File: src/rtl/key_pkg.sv
// Shared definitions for the key debounce stage: FSM state encodings and
// default timing constants for a 50 MHz system clock.
package key_pkg;

    typedef enum logic [1:0] {
        S_HIGH      = 2'd0,
        S_WAIT_LOW  = 2'd1,
        S_LOW       = 2'd2,
        S_WAIT_HIGH = 2'd3
    } key_state_e;

    localparam logic [15:0] T1MS_50M     = 16'd49_999;
    localparam logic [7:0]  DELAY_MS_DEF = 8'd10;

    function automatic logic is_wait_state(input key_state_e st);
        return (st == S_WAIT_LOW) || (st == S_WAIT_HIGH);
    endfunction

endpackage

File: src/rtl/key_delay_module_if.sv
// Edge-pulse inputs from the edge detector and the debounced level/strobe
// outputs towards the GPIO/PWM control logic.
interface key_delay_if;

    logic H2L_Sig;
    logic L2H_Sig;
    logic Key_Level;
    logic Press_Pulse;
    logic Release_Pulse;

    // Master: the side that produces edge pulses and consumes the debounced key.
    modport master (
        output H2L_Sig,
        output L2H_Sig,
        input  Key_Level,
        input  Press_Pulse,
        input  Release_Pulse
    );

    modport slave (
        input  H2L_Sig,
        input  L2H_Sig,
        output Key_Level,
        output Press_Pulse,
        output Release_Pulse
    );

endinterface

File: src/rtl/key_delay_module_ms_tick_gen.sv
// Millisecond window timer: a prescaler wrapping at T1MS drives a ms counter;
// done_o flags the last cycle of a DELAY_MS-long window.
module ms_tick_gen #(
    parameter logic [15:0] T1MS     = 16'd49_999,
    parameter logic [7:0]  DELAY_MS = 8'd10
) (
    input  logic CLOCK,
    input  logic RST_n,
    input  logic clear_i,
    input  logic enable_i,
    output logic done_o
);

    logic [15:0] presc_q, presc_d;
    logic [7:0]  ms_q,    ms_d;

    always_comb begin
        // NOTE: every combinational output gets a default first so no path leaves it unassigned (no latch).
        presc_d = presc_q;
        ms_d    = ms_q;
        if (clear_i || !enable_i) begin
            presc_d = 16'd0;
            ms_d    = 8'd0;
        end else if (presc_q == T1MS) begin
            presc_d = 16'd0;
            ms_d    = ms_q + 8'd1;
        end else begin
            presc_d = presc_q + 16'd1;
        end
    end

    always_ff @(posedge CLOCK or negedge RST_n) begin
        if (!RST_n) begin
            presc_q <= 16'd0;
            ms_q    <= 8'd0;
        end else begin
            // NOTE: sequential state is updated with non-blocking assignments so all registers see pre-edge values.
            presc_q <= presc_d;
            ms_q    <= ms_d;
        end
    end

    assign done_o = enable_i && (presc_q == T1MS) && (ms_q == DELAY_MS - 8'd1);

endmodule

File: src/rtl/key_delay_module.sv
// Debounce stage: a level change is committed only after the opposite edge has
// been followed by DELAY_MS ms of quiet; commits emit a one-cycle strobe.
module key_delay_module
    import key_pkg::*;
#(
    parameter logic [15:0] T1MS     = T1MS_50M,
    parameter logic [7:0]  DELAY_MS = DELAY_MS_DEF
) (
    input  logic              CLOCK,
    input  logic              RST_n,
    key_delay_if.slave        bus
);

    key_state_e state_q, state_d;
    logic       level_q, level_d;
    logic       press_q, press_d;
    logic       release_q, release_d;
    logic       tick_clear;
    logic       tick_enable;
    logic       done;
    logic       edge_h2l;
    logic       edge_l2h;

    // Both pulses together is an upstream fault and is treated as no edge.
    assign edge_h2l = bus.H2L_Sig & ~bus.L2H_Sig;
    assign edge_l2h = bus.L2H_Sig & ~bus.H2L_Sig;

    assign tick_enable = is_wait_state(state_q);

    ms_tick_gen #(
        .T1MS     (T1MS),
        .DELAY_MS (DELAY_MS)
    ) u_tick (
        .CLOCK    (CLOCK),
        .RST_n    (RST_n),
        .clear_i  (tick_clear),
        .enable_i (tick_enable),
        .done_o   (done)
    );

    // Edges are tested before done, so an edge on the timeout cycle wins.
    always_comb begin
        state_d    = state_q;
        level_d    = level_q;
        press_d    = 1'b0;
        release_d  = 1'b0;
        tick_clear = 1'b0;
        unique case (state_q)
            S_HIGH: begin
                tick_clear = 1'b1;
                if (edge_h2l) state_d = S_WAIT_LOW;
            end
            S_WAIT_LOW: begin
                if (edge_l2h) begin
                    state_d    = S_HIGH;
                    tick_clear = 1'b1;
                end else if (edge_h2l) begin
                    tick_clear = 1'b1;
                end else if (done) begin
                    state_d    = S_LOW;
                    level_d    = 1'b0;
                    press_d    = 1'b1;
                    tick_clear = 1'b1;
                end
            end
            S_LOW: begin
                tick_clear = 1'b1;
                if (edge_l2h) state_d = S_WAIT_HIGH;
            end
            S_WAIT_HIGH: begin
                if (edge_h2l) begin
                    state_d    = S_LOW;
                    tick_clear = 1'b1;
                end else if (edge_l2h) begin
                    tick_clear = 1'b1;
                end else if (done) begin
                    state_d    = S_HIGH;
                    level_d    = 1'b1;
                    release_d  = 1'b1;
                    tick_clear = 1'b1;
                end
            end
            default: begin
                state_d    = S_HIGH;
                tick_clear = 1'b1;
            end
        endcase
    end

    always_ff @(posedge CLOCK or negedge RST_n) begin
        if (!RST_n) begin
            state_q   <= S_HIGH;
            level_q   <= 1'b1;
            press_q   <= 1'b0;
            release_q <= 1'b0;
        end else begin
            state_q   <= state_d;
            level_q   <= level_d;
            press_q   <= press_d;
            release_q <= release_d;
        end
    end

    assign bus.Key_Level     = level_q;
    assign bus.Press_Pulse   = press_q;
    assign bus.Release_Pulse = release_q;

endmodule

File: src/flat_wrapper.sv
// flat-port wrapper written by rule: the top's interface ports become plain ports
module key_delay_module_flat import key_pkg::*;
#(
    parameter logic [15:0] T1MS     = T1MS_50M,
    parameter logic [7:0]  DELAY_MS = DELAY_MS_DEF
)
  (CLOCK, RST_n, bus_H2L_Sig, bus_L2H_Sig, bus_Key_Level, bus_Press_Pulse, bus_Release_Pulse);
  key_delay_if bus_i ();
  input  logic CLOCK;
  input  logic RST_n;
  input wire logic [$bits(bus_i.H2L_Sig)-1:0] bus_H2L_Sig;
  input wire logic [$bits(bus_i.L2H_Sig)-1:0] bus_L2H_Sig;
  output wire logic [$bits(bus_i.Key_Level)-1:0] bus_Key_Level;
  output wire logic [$bits(bus_i.Press_Pulse)-1:0] bus_Press_Pulse;
  output wire logic [$bits(bus_i.Release_Pulse)-1:0] bus_Release_Pulse;
  assign bus_i.H2L_Sig = bus_H2L_Sig;
  assign bus_i.L2H_Sig = bus_L2H_Sig;
  assign bus_Key_Level = bus_i.Key_Level;
  assign bus_Press_Pulse = bus_i.Press_Pulse;
  assign bus_Release_Pulse = bus_i.Release_Pulse;
  key_delay_module #(.T1MS(T1MS), .DELAY_MS(DELAY_MS)) u_core (.CLOCK(CLOCK), .RST_n(RST_n), .bus(bus_i));
endmodule
File: config.mk
export PLATFORM = sky130hd
export DESIGN_NAME = key_delay_module_flat
export DESIGN_NICKNAME = d
export VERILOG_FILES = /design/src/rtl/key_pkg.sv /design/src/rtl/key_delay_module_if.sv /design/src/rtl/key_delay_module_ms_tick_gen.sv /design/src/rtl/key_delay_module.sv /design/src/flat_wrapper.sv
export SDC_FILE = /design/constraint.sdc
export NUM_CORES = 1
export LEC_CHECK = 0
export CORE_MARGIN = 2
export CORE_UTILIZATION = 58
export CTS_BUF_LIST = sky130_fd_sc_hd__clkbuf_4 sky130_fd_sc_hd__clkbuf_8 sky130_fd_sc_hd__clkbuf_16
export CTS_CLUSTER_DIAMETER = 100
export CTS_CLUSTER_SIZE = 28
export DETAILED_ROUTE_END_ITERATION = 10
export HOLD_SLACK_MARGIN = 0.05
export PLACE_DENSITY_LB_ADDON = 0.05
export RECOVER_POWER = 100
export REMOVE_ABC_BUFFERS = 1
export SLEW_MARGIN = 20
export SYNTH_ARGS = -nofsm -noshare
export SYNTH_HDL_FRONTEND = slang
export SYNTH_SLANG_ARGS = --single-unit
File: constraint.sdc
create_clock -name CLOCK -period 2.8 [get_ports CLOCK]
set_input_delay 0.42 -clock CLOCK [delete_from_list [all_inputs] [get_ports CLOCK]]
set_output_delay 0.42 -clock CLOCK [all_outputs]
set_load 0.02 [all_outputs]
==> flow_summary.rst <==
.. list-table::
   :header-rows: 1

   * - Metric
     - Value
   * - Vias in the first global route
     - about 1100
   * - Share of the clock period used by the worst path
     - 85.1%
   * - Number of antenna diodes
     - 0
   * - Port buffer count
     - 6
   * - Number of distinct library cell variants in the gate-level netlist after synthesis
     - 31
   * - Number of pins exceeding their max-slew limit in the final report
     - 0
   * - Most used standard cell by instance count after synthesis
     - sky130_fd_sc_hd__dfrtp_1
   * - 1st-iter DRT viols
     - 24
   * - Top cell type's share of synthesized area
     - between 40% and 50%
   * - Slew at the pin with the worst max-slew slack
     - between 0.7 and 0.8 ns
   * - LEAKAGE
     - between 0.6 and 0.7 nW
   * - Row count
     - 18
   * - Number of max-cap violations
     - 0
   * - Most instantiated flip-flop cell in the synthesis netlist
     - sky130_fd_sc_hd__dfrtp_1
   * - Maximum operating frequency
     - between 400 and 500 MHz
   * - Arrival time at the worst endpoint
     - 2.63 ns
   * - Required time worst endpoint
     - approximately 3 ns
   * - Clock transition at the register clock pins on the worst setup and hold paths after CTS
     - ~0.09 ns
   * - Routed wire length
     - 2.70 mm
   * - Power Density
     - just over 500 mW/mm²
   * - Final Power
     - ~0.83 mW
   * - Number of levels in the clock H-tree
     - 2
   * - Overall via count from detail_route
     - 1127
   * - Worst Clk Skew
     - 0.00929 ns
   * - Die Area
     - between 0.002 and 0.003 mm²
   * - Tmin final
     - 2.38 ns
   * - RSZ-0062 raised after global routing
     - no
   * - Worst r2r src
     - u_core.u_tick.presc_q[0]
   * - Starting Density
     - approximately three fifths
   * - Top cell types by occurrence after synthesis
     - sky130_fd_sc_hd__dfrtp_1, sky130_fd_sc_hd__nor2_1, sky130_fd_sc_hd__xnor2_1, sky130_fd_sc_hd__nand3_1
   * - Routed wire length per instance
     - 14.2 µm
   * - Initial antenna violation count
     - 0
   * - GR Util All Layers
     - 22.7%
   * - Worst-case headroom to the max-slew limit
     - 47.9%
   * - Cts-stage hold buffer count
     - 0
   * - CTS max path bufs
     - 2
   * - Min-Delay Startpoint
     - u_core.u_tick.presc_q[0]
   * - Die X-Extent
     - 54.2 µm
   * - Async S/R FF share, synth
     - 100%
   * - Number of warnings issued by yosys
     - 0
   * - Core Box Area
     - 0.00243 mm²
   * - Fraction of final layout cells with drive strength greater than 1
     - roughly 6.9%
   * - Endpoints failing setup
     - 0
   * - Most area-hungry cell type in the Yosys netlist
     - sky130_fd_sc_hd__dfrtp_1
   * - Peak supply drop
     - ~0.5 mV
   * - CP Capture Type
     - flip-flop
   * - Ports placed on the boundary
     - 7
   * - Top post-synthesis cells by area
     - sky130_fd_sc_hd__dfrtp_1, sky130_fd_sc_hd__xnor2_1, sky130_fd_sc_hd__nor2_1
   * - Hold Crit Class
     - flip-flop to flip-flop
   * - Fin Setup TNS
     - 0 ns
   * - Post-synth EDFFs
     - 0
   * - Kind of critical path
     - flip-flop to flip-flop
   * - Synthesized instance count
     - 150
   * - Vertical die dimension
     - between 50 and 60 µm
   * - HPWL after DPL
     - around 1.9 mm
   * - Total clock buffers created by CTS
     - 5
   * - Portion of the post-synthesis area used by sequential elements
     - roughly half
   * - Synth Cell Area
     - ~0.0015 mm²
   * - First-pass GRT wire length
     - between 4 and 5 mm
   * - Pin count of the biggest net entering global routing
     - 23
   * - Number of synthesized register bits
     - 29
   * - Final #Nets
     - roughly 170
   * - Critical-path maximum fanout
     - 22
   * - Final Hold Vio Count
     - 0
   * - Total of cells resized after clock tree synthesis
     - 0
   * - DRC
     - 0
   * - Clock sinks
     - 29
   * - DRT antenna net count
     - 0
   * - TritonCTS clock tree
     - built
   * - GRT overflow
     - 0
   * - Router iterations before antenna repair
     - 4
   * - Last weighted congestion value of the routability-driven placer
     - between 0.9 and 1
   * - Layout overhead on the synthesized area
     - 10.8%
   * - Root buffer cell
     - sky130_fd_sc_hd__clkbuf_4
   * - Number of vias per cell
     - about 5.9
   * - Buffer count from post-CTS setup fixing
     - 0
   * - Startpoint type of the worst setup path
     - flip-flop
   * - Setup crit start
     - u_core.u_tick.presc_q[0]
   * - Avg Cell Area, Syn
     - about 9.8 µm²
   * - Clock latency on the worst-skew pair
     - approximately 0.32 ns
   * - Result of the run
     - complete, no violations
sequential cells by signal, summed over array words and instances, names as in the netlist:
name                      flops
u_core.bus.Key_Level          1
u_core.bus.Release_Pulse      1
u_core.u_tick.ms_q            8
u_core.u_tick.presc_q        16
u_core.bus.Press_Pulse        1
u_core.state_q                2
through the flow:
| step | area, µm² | std cells | utilization, % | hold slack, ns | worst slack (ns) |
|---|---|---|---|---|---|
| 2_1_floorplan | 1430 | 144 | - | 0.124 | 0.584 |
| 3_3_place_gp | 1540 | 182 | 63.5 | 0.466 | 0.523 |
| 3_5_place_dp | 1540 | 182 | 63.5 | 0.481 | 0.463 |
| 4_1_cts | 1630 | 190 | 67.1 | 0.494 | 0.438 |
| 5_1_grt | 1620 | 190 | 66.6 | 0.507 | 0.272 |
| 6_report | 1620 | 190 | 66.6 | 0.488 | 0.418 |
cells by family after synthesis:
family | count (synthesis) | share of synthesized area [%]
compound gates | 16 | 6.67
flops | 29 | 49.7
simple gates | 75 | 27.9
buf+inv | 11 | 3.42
xor+xnor | 15 | 8.98
mux | 1 | 0.770
fa+ha+maj | 3 | 2.57
placed cells by master, fill, tap and decap left out, types with 2 or more instances in the layout:
cell type                         synthesis  routed
sky130_fd_sc_hd__nor4_1                   9       9
sky130_fd_sc_hd__clkdlybuf4s50_1          0       2
sky130_fd_sc_hd__nand2b_1                 3       3
sky130_fd_sc_hd__nand2_1                  9       9
sky130_fd_sc_hd__nand3_1                 12      12
sky130_fd_sc_hd__and2_1                   2       2
sky130_fd_sc_hd__clkbuf_4                 0       6
sky130_fd_sc_hd__nor2_1                  19      19
sky130_fd_sc_hd__o211ai_1                 2       2
sky130_fd_sc_hd__inv_1                    5       5
sky130_fd_sc_hd__or4_1                    5       5
sky130_fd_sc_hd__nor3_1                   2       3
sky130_fd_sc_hd__o21ai_0                  2       2
sky130_fd_sc_hd__dfrtp_1                 28      28
sky130_fd_sc_hd__xnor2_1                 14      14
sky130_fd_sc_hd__a21oi_1                  7       7
sky130_fd_sc_hd__dlygate4sd3_1            0       4
sky130_fd_sc_hd__clkbuf_1                 4       2
sky130_fd_sc_hd__nand4_1                  5       5
sky130_fd_sc_hd__o31ai_1                  3       3
sky130_fd_sc_hd__ha_1                     3       3
sky130_fd_sc_hd__or3_1                    4       4
routing by layer:
metal,part of all wire (%),wire length (µm),global-route usage [%]
met1,47,1270,28.0
met2,50,1350,36.5
met3,2.8,76,6.56
met4,0.52,14,10.8
met5,0,0,0
cell type report:
| class | count | area, µm² |
|---|---|---|
| Fill cell | 185 | 812 |
| Sequential cell | 29 | 727 |
| Multi-Input combinational cell | 110 | 681 |
| Timing Repair Buffer | 8 | 67.6 |
| Clock buffer | 7 | 58.8 |
| Tap cell | 30 | 37.5 |
| Clock inverter | 1 | 30.0 |
| Inverter | 5 | 18.8 |
final timing paths:
path	to	slack (ns)	cells past startpoint
hold reg to reg	u_core.u_tick.presc_q[0]	0.49	1
setup / recovery	u_core.bus.Key_Level	0.42	5
max in group asynchronous	u_core.u_tick.ms_q[7]	1.11	2
hold / removal	u_core.u_tick.presc_q[0]	0.49	1
min in group asynchronous	u_core.bus.Release_Pulse	0.58	1
setup reg to reg	u_core.bus.Key_Level	0.42	5
where the power goes:
group | leakage (nW) | switching, mW | internal, mW
sequential | 0.392 | 0.00528 | 0.424
clock | 0.0489 | 0.144 | 0.223
combinational | 0.177 | 0.0267 | 0.0117
critical path, stage by stage, from the launching register on:
cell                      delay [ns]
sky130_fd_sc_hd__dfrtp_1        0.39
sky130_fd_sc_hd__ha_1           0.20
sky130_fd_sc_hd__nand3_1        0.26
sky130_fd_sc_hd__or4_4          0.74
sky130_fd_sc_hd__nor3_1         0.35
sky130_fd_sc_hd__mux2_2         0.37
No activity file was read; power rests on OpenSTA's default activity.
